[src/rtl/intersection_ctrl.sv]
// Two-way intersection sequencer: main road rests green, side-road car and
// pedestrian requests are latched and served in turn. All durations are counted
// in ticks, one tick per rising edge of the pulso_i strobe.
//
// Ports:
//   clk_i          system clock, rising edge
//   rst_ni         asynchronous active-low reset
//   pulso_i        tick strobe, synchronous to clk_i, any length
//   side_sensor_i  side-road vehicle present (level)
//   ped_btn_i      pedestrian request (level)
//   main_light_o   main-road lamps {red,yellow,green}, one-hot
//   side_light_o   side-road lamps {red,yellow,green}, one-hot
//   walk_o         pedestrian WALK lamp
//   ped_ack_o      one-cycle pulse when a pedestrian request is latched
//   state_o        current FSM state (debug)
module intersection_ctrl #(
  parameter int unsigned T_MAIN_MIN = 6,
  parameter int unsigned T_SIDE     = 4,
  parameter int unsigned T_YEL      = 2,
  parameter int unsigned T_ALLRED   = 1,
  parameter int unsigned T_WALK     = 3,
  parameter int unsigned CNT_W      = 4
) (
  input  logic       clk_i,
  input  logic       rst_ni,
  input  logic       pulso_i,
  input  logic       side_sensor_i,
  input  logic       ped_btn_i,
  output logic [2:0] main_light_o,
  output logic [2:0] side_light_o,
  output logic       walk_o,
  output logic       ped_ack_o,
  output logic [2:0] state_o
);

  typedef enum logic [2:0] {
    StMainGreen = 3'd0,
    StMainYel   = 3'd1,
    StAllRedA   = 3'd2,
    StSideGreen = 3'd3,
    StSideYel   = 3'd4,
    StAllRedB   = 3'd5,
    StPedWalk   = 3'd6
  } state_e;

  localparam logic [2:0] LampRed = 3'b100;
  localparam logic [2:0] LampYel = 3'b010;
  localparam logic [2:0] LampGrn = 3'b001;

  // Timers count down from T_x-1 so a state lasts exactly T_x ticks.
  localparam logic [CNT_W-1:0] LdMain   = CNT_W'(T_MAIN_MIN - 1);
  localparam logic [CNT_W-1:0] LdSide   = CNT_W'(T_SIDE - 1);
  localparam logic [CNT_W-1:0] LdYel    = CNT_W'(T_YEL - 1);
  localparam logic [CNT_W-1:0] LdAllRed = CNT_W'(T_ALLRED - 1);
  localparam logic [CNT_W-1:0] LdWalk   = CNT_W'(T_WALK - 1);

  state_e           state_q, state_d;
  logic [CNT_W-1:0] timer_q, timer_d;
  logic             pulso_q;
  logic             side_pend_q, side_pend_d;
  logic             ped_pend_q, ped_pend_d;
  logic             ped_ack_q, ped_ack_d;
  logic [2:0]       main_q, main_d;
  logic [2:0]       side_q, side_d;
  logic             walk_q, walk_d;

  logic             tick;
  logic             expired;
  logic             enter_side;
  logic             enter_walk;
  logic [CNT_W-1:0] load_val;

  assign tick    = pulso_i & ~pulso_q;
  assign expired = tick & (timer_q == '0);

  // State register
  always_ff @(posedge clk_i or negedge rst_ni) begin
    if (!rst_ni) begin
      state_q     <= StAllRedB;
      timer_q     <= LdAllRed;
      pulso_q     <= 1'b0;
      side_pend_q <= 1'b0;
      ped_pend_q  <= 1'b0;
      ped_ack_q   <= 1'b0;
      main_q      <= LampRed;
      side_q      <= LampRed;
      walk_q      <= 1'b0;
    end else begin
      state_q     <= state_d;
      timer_q     <= timer_d;
      pulso_q     <= pulso_i;
      side_pend_q <= side_pend_d;
      ped_pend_q  <= ped_pend_d;
      ped_ack_q   <= ped_ack_d;
      main_q      <= main_d;
      side_q      <= side_d;
      walk_q      <= walk_d;
    end
  end

  // Next-state, timer and request latches
  always_comb begin
    state_d = state_q;
    unique case (state_q)
      StMainGreen: if (expired && (side_pend_q || ped_pend_q)) state_d = StMainYel;
      StMainYel:   if (expired) state_d = StAllRedA;
      StAllRedA:   if (expired) state_d = side_pend_q ? StSideGreen : StPedWalk;
      StSideGreen: if (expired) state_d = StSideYel;
      StSideYel:   if (expired) state_d = StAllRedB;
      StAllRedB:   if (expired) state_d = ped_pend_q ? StPedWalk : StMainGreen;
      StPedWalk:   if (expired) state_d = StAllRedB;
      default:     state_d = StAllRedB; // unused encoding recovers at once
    endcase

    load_val = LdAllRed;
    unique case (state_d)
      StMainGreen: load_val = LdMain;
      StMainYel:   load_val = LdYel;
      StSideGreen: load_val = LdSide;
      StSideYel:   load_val = LdYel;
      StPedWalk:   load_val = LdWalk;
      default:     load_val = LdAllRed;
    endcase

    // An expired main green with nothing pending simply holds at zero.
    timer_d = timer_q;
    if (state_d != state_q) begin
      timer_d = load_val;
    end else if (tick && (timer_q != '0)) begin
      timer_d = timer_q - 1'b1;
    end

    enter_side = (state_d == StSideGreen) && (state_q != StSideGreen);
    enter_walk = (state_d == StPedWalk) && (state_q != StPedWalk);

    // Clearing on service entry takes priority over a same-cycle request.
    side_pend_d = side_pend_q;
    if (enter_side) begin
      side_pend_d = 1'b0;
    end else if (side_sensor_i) begin
      side_pend_d = 1'b1;
    end

    ped_pend_d = ped_pend_q;
    if (enter_walk) begin
      ped_pend_d = 1'b0;
    end else if (ped_btn_i && (state_q != StPedWalk)) begin
      ped_pend_d = 1'b1;
    end

    ped_ack_d = ped_pend_d & ~ped_pend_q;
  end

  // Outputs decoded from the next state so they change on the same edge.
  always_comb begin
    main_d = LampRed;
    side_d = LampRed;
    walk_d = 1'b0;
    unique case (state_d)
      StMainGreen: main_d = LampGrn;
      StMainYel:   main_d = LampYel;
      StSideGreen: side_d = LampGrn;
      StSideYel:   side_d = LampYel;
      StPedWalk:   walk_d = 1'b1;
      default:     ;
    endcase
  end

  assign main_light_o = main_q;
  assign side_light_o = side_q;
  assign walk_o       = walk_q;
  assign ped_ack_o    = ped_ack_q;
  assign state_o      = state_q;

endmodule
[config.mk]
export PLATFORM = sky130hd
export DESIGN_NAME = intersection_ctrl
export DESIGN_NICKNAME = d
export VERILOG_FILES = /design/src/rtl/intersection_ctrl.sv
export SDC_FILE = /design/constraint.sdc
export NUM_CORES = 1
export LEC_CHECK = 0
export CORE_UTILIZATION = 52
export CTS_BUF_LIST = sky130_fd_sc_hd__clkbuf_8 sky130_fd_sc_hd__clkbuf_16
export CTS_CLUSTER_DIAMETER = 50
export DETAILED_ROUTE_END_ITERATION = 8
export PLACE_DENSITY = 0.78
export SLEW_MARGIN = 10
export SYNTH_ARGS = -nofsm -noshare
export SYNTH_HDL_FRONTEND = slang
export SYNTH_SLANG_ARGS = --single-unit
[constraint.sdc]
create_clock -name clk_i -period 2.9 [get_ports clk_i]
set_clock_uncertainty 0.2 [all_clocks]
set_input_delay 0.58 -clock clk_i [delete_from_list [all_inputs] [get_ports clk_i]]
set_output_delay 0.58 -clock clk_i [all_outputs]
set_load 0.03 [all_outputs]
# After elaboration in Yosys (flattened, before gate mapping)
# Index checks and enable logic that the tools add are counted.
dict set report word_totals {
  wordCells 61
  in_bits 5
  output_inout_bits 11
  reg_bits 18
}
dict set report op_classes {
  bitwise 5
  muxes 19
  addsub 1
  reduce_logical 14
  n_eq_ne 13
}
# cell n
set op_table {}
lappend op_table {{two-way mux 3 bit} 8}
lappend op_table {{case mux 3 bit (6 select lines)} 1}
lappend op_table {{== test 3 bit (second input constant)} 5}
lappend op_table {{case mux 3 bit (2 select lines)} 2}
lappend op_table {{case mux 3 bit (4 select lines)} 1}
lappend op_table {{== test 3 x 2 -> 1 bit (second input constant)} 3}
lappend op_table {{two-way mux 4 bit} 2}
lappend op_table {{== test 3 x 1 -> 1 bit (second input constant)} 2}
lappend op_table {{logical NOT 3 bit} 2}
lappend op_table {{logical AND 1 bit} 5}
lappend op_table {{two-way mux 1 bit} 5}
lappend op_table {{logical NOT 4 bit} 1}
lappend op_table {{nonzero test 2 bit} 2}
lappend op_table {{nonzero test 4 bit} 1}
lappend op_table {{OR reduction 2 bit} 2}
lappend op_table {{subtractor 4 x 1 -> 4 bit (second input constant)} 1}
lappend op_table {{AND 1 bit} 3}
lappend op_table {{inequality test 3 x 2 -> 1 bit (second input constant)} 1}
lappend op_table {{inequality test 3 bit} 1}
lappend op_table {{inequality test 3 bit (second input constant)} 1}
lappend op_table {{inverter 1 bit} 2}
lappend op_table {{logical OR 1 bit} 1}

# Longest topological paths before layout
dict set report logic_depth {
  depth_word 10
  mapped_depth 7
  depth_no_buf 7
}

# Worst setup path after synthesis
# OpenSTA, ideal clock, no wires.
dict set report synth_timing {
  kind {register to register}
  startpoint {reg timer_q[0]}
  endpoint {reg main_q[2], in the netlist main_light_o[2]}
  period_less_slack_ns 2.133
  t_arrival_ns 1.851
  path_stages_with_launch 8
  slack_ns 0.767
  path_buffers 1
  path_cell_list {dfrtp_1 > inv_1 > ha_1 > or3b_4 > buf_6 > o31a_1 > a311o_1 > or2_1}
}
dict set report synth_between {
  elab_chain_cells 7
}
# element line
set synth_lines {}
lappend synth_lines {{start, declared} 58} ;# logic [CNT_W-1:0] timer_q, timer_d;
lappend synth_lines {{start signal, assigned} 80} ;# timer_q <= LdAllRed;
lappend synth_lines {{start signal, assigned} 90} ;# timer_q <= timer_d;
lappend synth_lines {{logical NOT 4 bit (*)} 74} ;# assign expired = tick & (timer_q == '0);
lappend synth_lines {{AND 1 bit (*)} 74}
lappend synth_lines {{logical AND 1 bit} 105} ;# StMainGreen: if (expired && (side_pend_q || ped_pend_q)) state_d = StMainYel;
lappend synth_lines {{two-way mux 3 bit} 105}
lappend synth_lines {{case mux 3 bit (6 select lines) (*)} 104} ;# unique case (state_q)
lappend synth_lines {{net state_d[2]} 57} ;# state_e state_q, state_d;
lappend synth_lines {{== test 3 x 1 -> 1 bit / logical NOT 3 bit (equally long branches)} 159} ;# unique case (state_d)
lappend synth_lines {{case mux 3 bit (2 select lines) (*)} 159}
lappend synth_lines {{net main_d[2]} 63} ;# logic [2:0] main_q, main_d;
lappend synth_lines {{end signal, assigned} 85} ;# main_q <= LampRed;
lappend synth_lines {{end signal, assigned} 95} ;# main_q <= main_d;
lappend synth_lines {{end, declared} 63}
# The timed path passes the listed nets; every way through them passes the cells marked *.
# A chain may end at the register's enable or synchronous reset.

# Worst setup path after layout
dict set report layout_timing {
  startpoint {reg timer_q[0]}
  endpoint {reg timer_q[2]}
}
dict set report layout_between {
  elab_chain_cells 9
}
# element line
set layout_lines {}
lappend layout_lines {{logical NOT 4 bit} 74}
lappend layout_lines {{AND 1 bit} 74}
lappend layout_lines {{logical AND 1 bit} 105}
lappend layout_lines {{two-way mux 3 bit} 105}
lappend layout_lines {{case mux 3 bit (6 select lines)} 104}
lappend layout_lines {{== test 3 bit / == test 3 x 1 -> 1 bit (equally long branches)} 116} ;# unique case (state_d)
lappend layout_lines {{OR reduction 2 bit (no line)} --}
lappend layout_lines {{case mux 3 bit (4 select lines)} 116}
lappend layout_lines {{two-way mux 4 bit} 127} ;# if (state_d != state_q) begin
# Parallel ways exist; a longest one is shown, timed or not. The select of a mux whose other input is x is not followed.

==> key figures <==
Status
  • Outcome: completed

CTS
  • Postcts setup bufs: 0
  • Hold buffer count at cts: 0
  • CTS tree: yes
  • Clock buffer depth: 2
  • # H-tree levels: 1
  • TritonCTS Buffers: 3
  • Clock Sinks: 18
  • Clock-pin slew on the worst setup and hold paths: 70 ps
  • Worst-Skew Late Latency: about 250 ps
  • Cts repair resizes: 0
  • Root buffer cell: clkbuf_8

Setup path
  • CP Capture Type: register
  • WP data arrival: roughly 2500 ps
  • Setup Crit Path Kind: register to register
  • Nature of the critical path startpoint: register
  • Crit Path Max Fanout: 8
  • CP Data Required Time: just under 3000 ps

Timing
  • Max Freq: about 400 MHz
  • Final setup violation count: 0
  • Slew margin rel.: between 40% and 50%
  • Min cycle time layout: about 2500 ps
  • Count of final max-slew check failures: 0
  • Slew @ Worst Pin: between 700 and 800 ps
  • Hold Vio Cnt, Final: 0
  • Total negative setup slack: 0 ps
  • RSZ-0062 raised after global routing: no
  • Tcrit/Tclk final: 86.14%

Synthesis
  • Top cell type's share of synthesized area: roughly a third
  • Syn nets: roughly 110
  • Synth Cell Area: ~1000 um^2
  • Unique masters post-synth: 43
  • Synth cell count leaders: dfrtp_1 (14), nor2_1 (8), nor3_1 (6)
  • EDFF count, synth: 0
  • #FFs+latches synth: 18
  • Main synth FF type: dfrtp_1
  • Cells after Synth: about 100
  • Synth top area cells: dfrtp_1 (35%), dfstp_2 (10%), nor2b_1 (3.1%)
  • YS warnings: 0
  • Async SR Flop Fraction: 100.0%
  • Mean area per synthesized cell: 9.709 um^2
  • Most common cell in the netlist: dfrtp_1
  • Synth area leader: dfrtp_1
  • Sequential share of the synthesized area: 45.11%

Detailed routing
  • DR pass1 iterations: 4
  • ANT nets after route: 0
  • Routed wl met3: about 130 um
  • Wirelength per Cell: around 15 um
  • Avg Vias per Cell: between 6 and 7
  • Final wirelength: 2167 um
  • Top Layer Used: met4
  • Initial DRC count: 41
  • Metal2 WL: ~1000 um
  • DRT met1 WL: 952 um
  • DRC viols: 0
  • DR vias: roughly 860

Cells and area
  • Fin cells: roughly 140
  • # nets final: approximately 130
  • Ant diodes: 0
  • Share of cells above drive strength 1: 12.82%
  • Area growth, synth to finish: 19.46%
  • Fill count: between 100 and 150

Die
  • Initial Utilization: about 57%
  • I/O Pins: 16
  • Chip width: about 46 um
  • Die height: ~46 um
  • Total Die Area: approximately 2100 um^2
  • Area of the core: ~1800 um^2
  • Row cnt: 15

Min path
  • Worst Hold Class: register to register

Global route
  • Number of global-route vias before repair: 820
  • First-pass GRT wire length: about 3500 um
  • Initial antenna violation count: 0
  • Gr ovfl total: 0
  • GRT Util Overall: around a quarter
  • Largest net degree at the start of global routing: 20

Placement
  • Inst Count DP: between 100 and 150
  • Post-DP HPWL: 1478 um
  • PortBufs: 15
  • GPL Wtd Cong: a little over 0.9

Flow run
  • Number of max-cap violations: 0

Pwr
  • Leakage: between 0.4 and 0.5 nW
  • Pwr per Cell Area: around 1000 nW/um^2
  • VDD IR-drop max: around 0.52 mV
## where the power goes
part	total (W)	leakage (nW)	internal, W	switching, W
sequential	0.000450	0.215	0.000355	0.0000954
clock	0.000172	0.0269	0.0000938	0.0000778
combinational	0.000621	0.254	0.000269	0.000352
## cell usage in the layout, fill, tap and decap left out, types with 4 or more instances in the layout
cell type and count:
dfstp_2 4, clkdlybuf4s50_1 15, inv_1 6, dfrtp_1 14
nor3_1 6, nand2_1 4, a31oi_1 4, nor2b_1 5
nor2_1 8
## cells by family (layout without fill, tap and decap cells)
logic type / Yosys count / in the layout / share of synthesized area, %
simple gates: 42 / 42 / 23.79
compound gates: 24 / 24 / 17.60
flops: 18 / 18 / 45.11
buf+inv: 13 / 26 / 6.319
xor+xnor: 3 / 3 / 2.603
fa+ha+maj: 2 / 2 / 2.478
mux: 2 / 2 / 2.107
## flip-flops by register name, indices dropped and copies added, names as in the netlist
name          cells
main_light_o      3
ped_ack_o         1
ped_pend_q        1
pulso_q           1
side_light_o      3
side_pend_q       1
state_o           3
timer_q           4
walk_o            1
## through the flow
step / cell area, um^2 / hold WS [ps] / util, % / setup WS, ps / total power [W]
global route: 1206 / 438.3 / 68.37 / 281.7 / 0.001323
floorplan: 1010 / 84.41 / - / 766.9 / 0.0008982
finish: 1206 / 391.2 / 68.37 / 402.1 / 0.001242
global placement: 1161 / 367.2 / 65.82 / 354.4 / 0.001049
detailed placement: 1161 / 381.1 / 65.82 / 322.3 / 0.001060
CTS: 1206 / 391.1 / 68.37 / 438.1 / 0.001244
## cell type report
type | count | area [um^2] | share of cell area (%)
flip-flops and latches | 18 | 455.4 | 37.76
repair buffers | 17 | 165.2 | 13.69
well taps | 25 | 31.28 | 2.593
multi-input cells | 73 | 490.5 | 40.66
inverters | 5 | 18.77 | 1.556
clock buffers | 3 | 41.29 | 3.423
clock inverters | 1 | 3.754 | 0.3112
## final timing paths
path                       depth (start not counted)  slack (ps)              end        from
max                                                6         400       timer_q[2]  timer_q[0]
min                                                1         390        ped_ack_o  ped_pend_q
max reg2reg                                        6         400       timer_q[2]  timer_q[0]
min reg2reg                                        1         390        ped_ack_o  ped_pend_q
max in group asynchronous                          1        1450      side_pend_q      rst_ni
min in group asynchronous                          1         570  main_light_o[0]      rst_ni
## layer usage
layer,GRT usage [%],vias to the layer above
met1,30.27,407
met5,0,-
met3,5.098,6
met2,37.46,39
met4,12.35,0
li1,-,407
## critical path, cell delays in order, from the launching register on
cell and delay [ps]:
dfrtp_1 410, inv_1 90, ha_1 170, nor3b_2 480, nand2_1 270, o41ai_1 570, mux2_2 260
(Power assumes the default switching activity.)
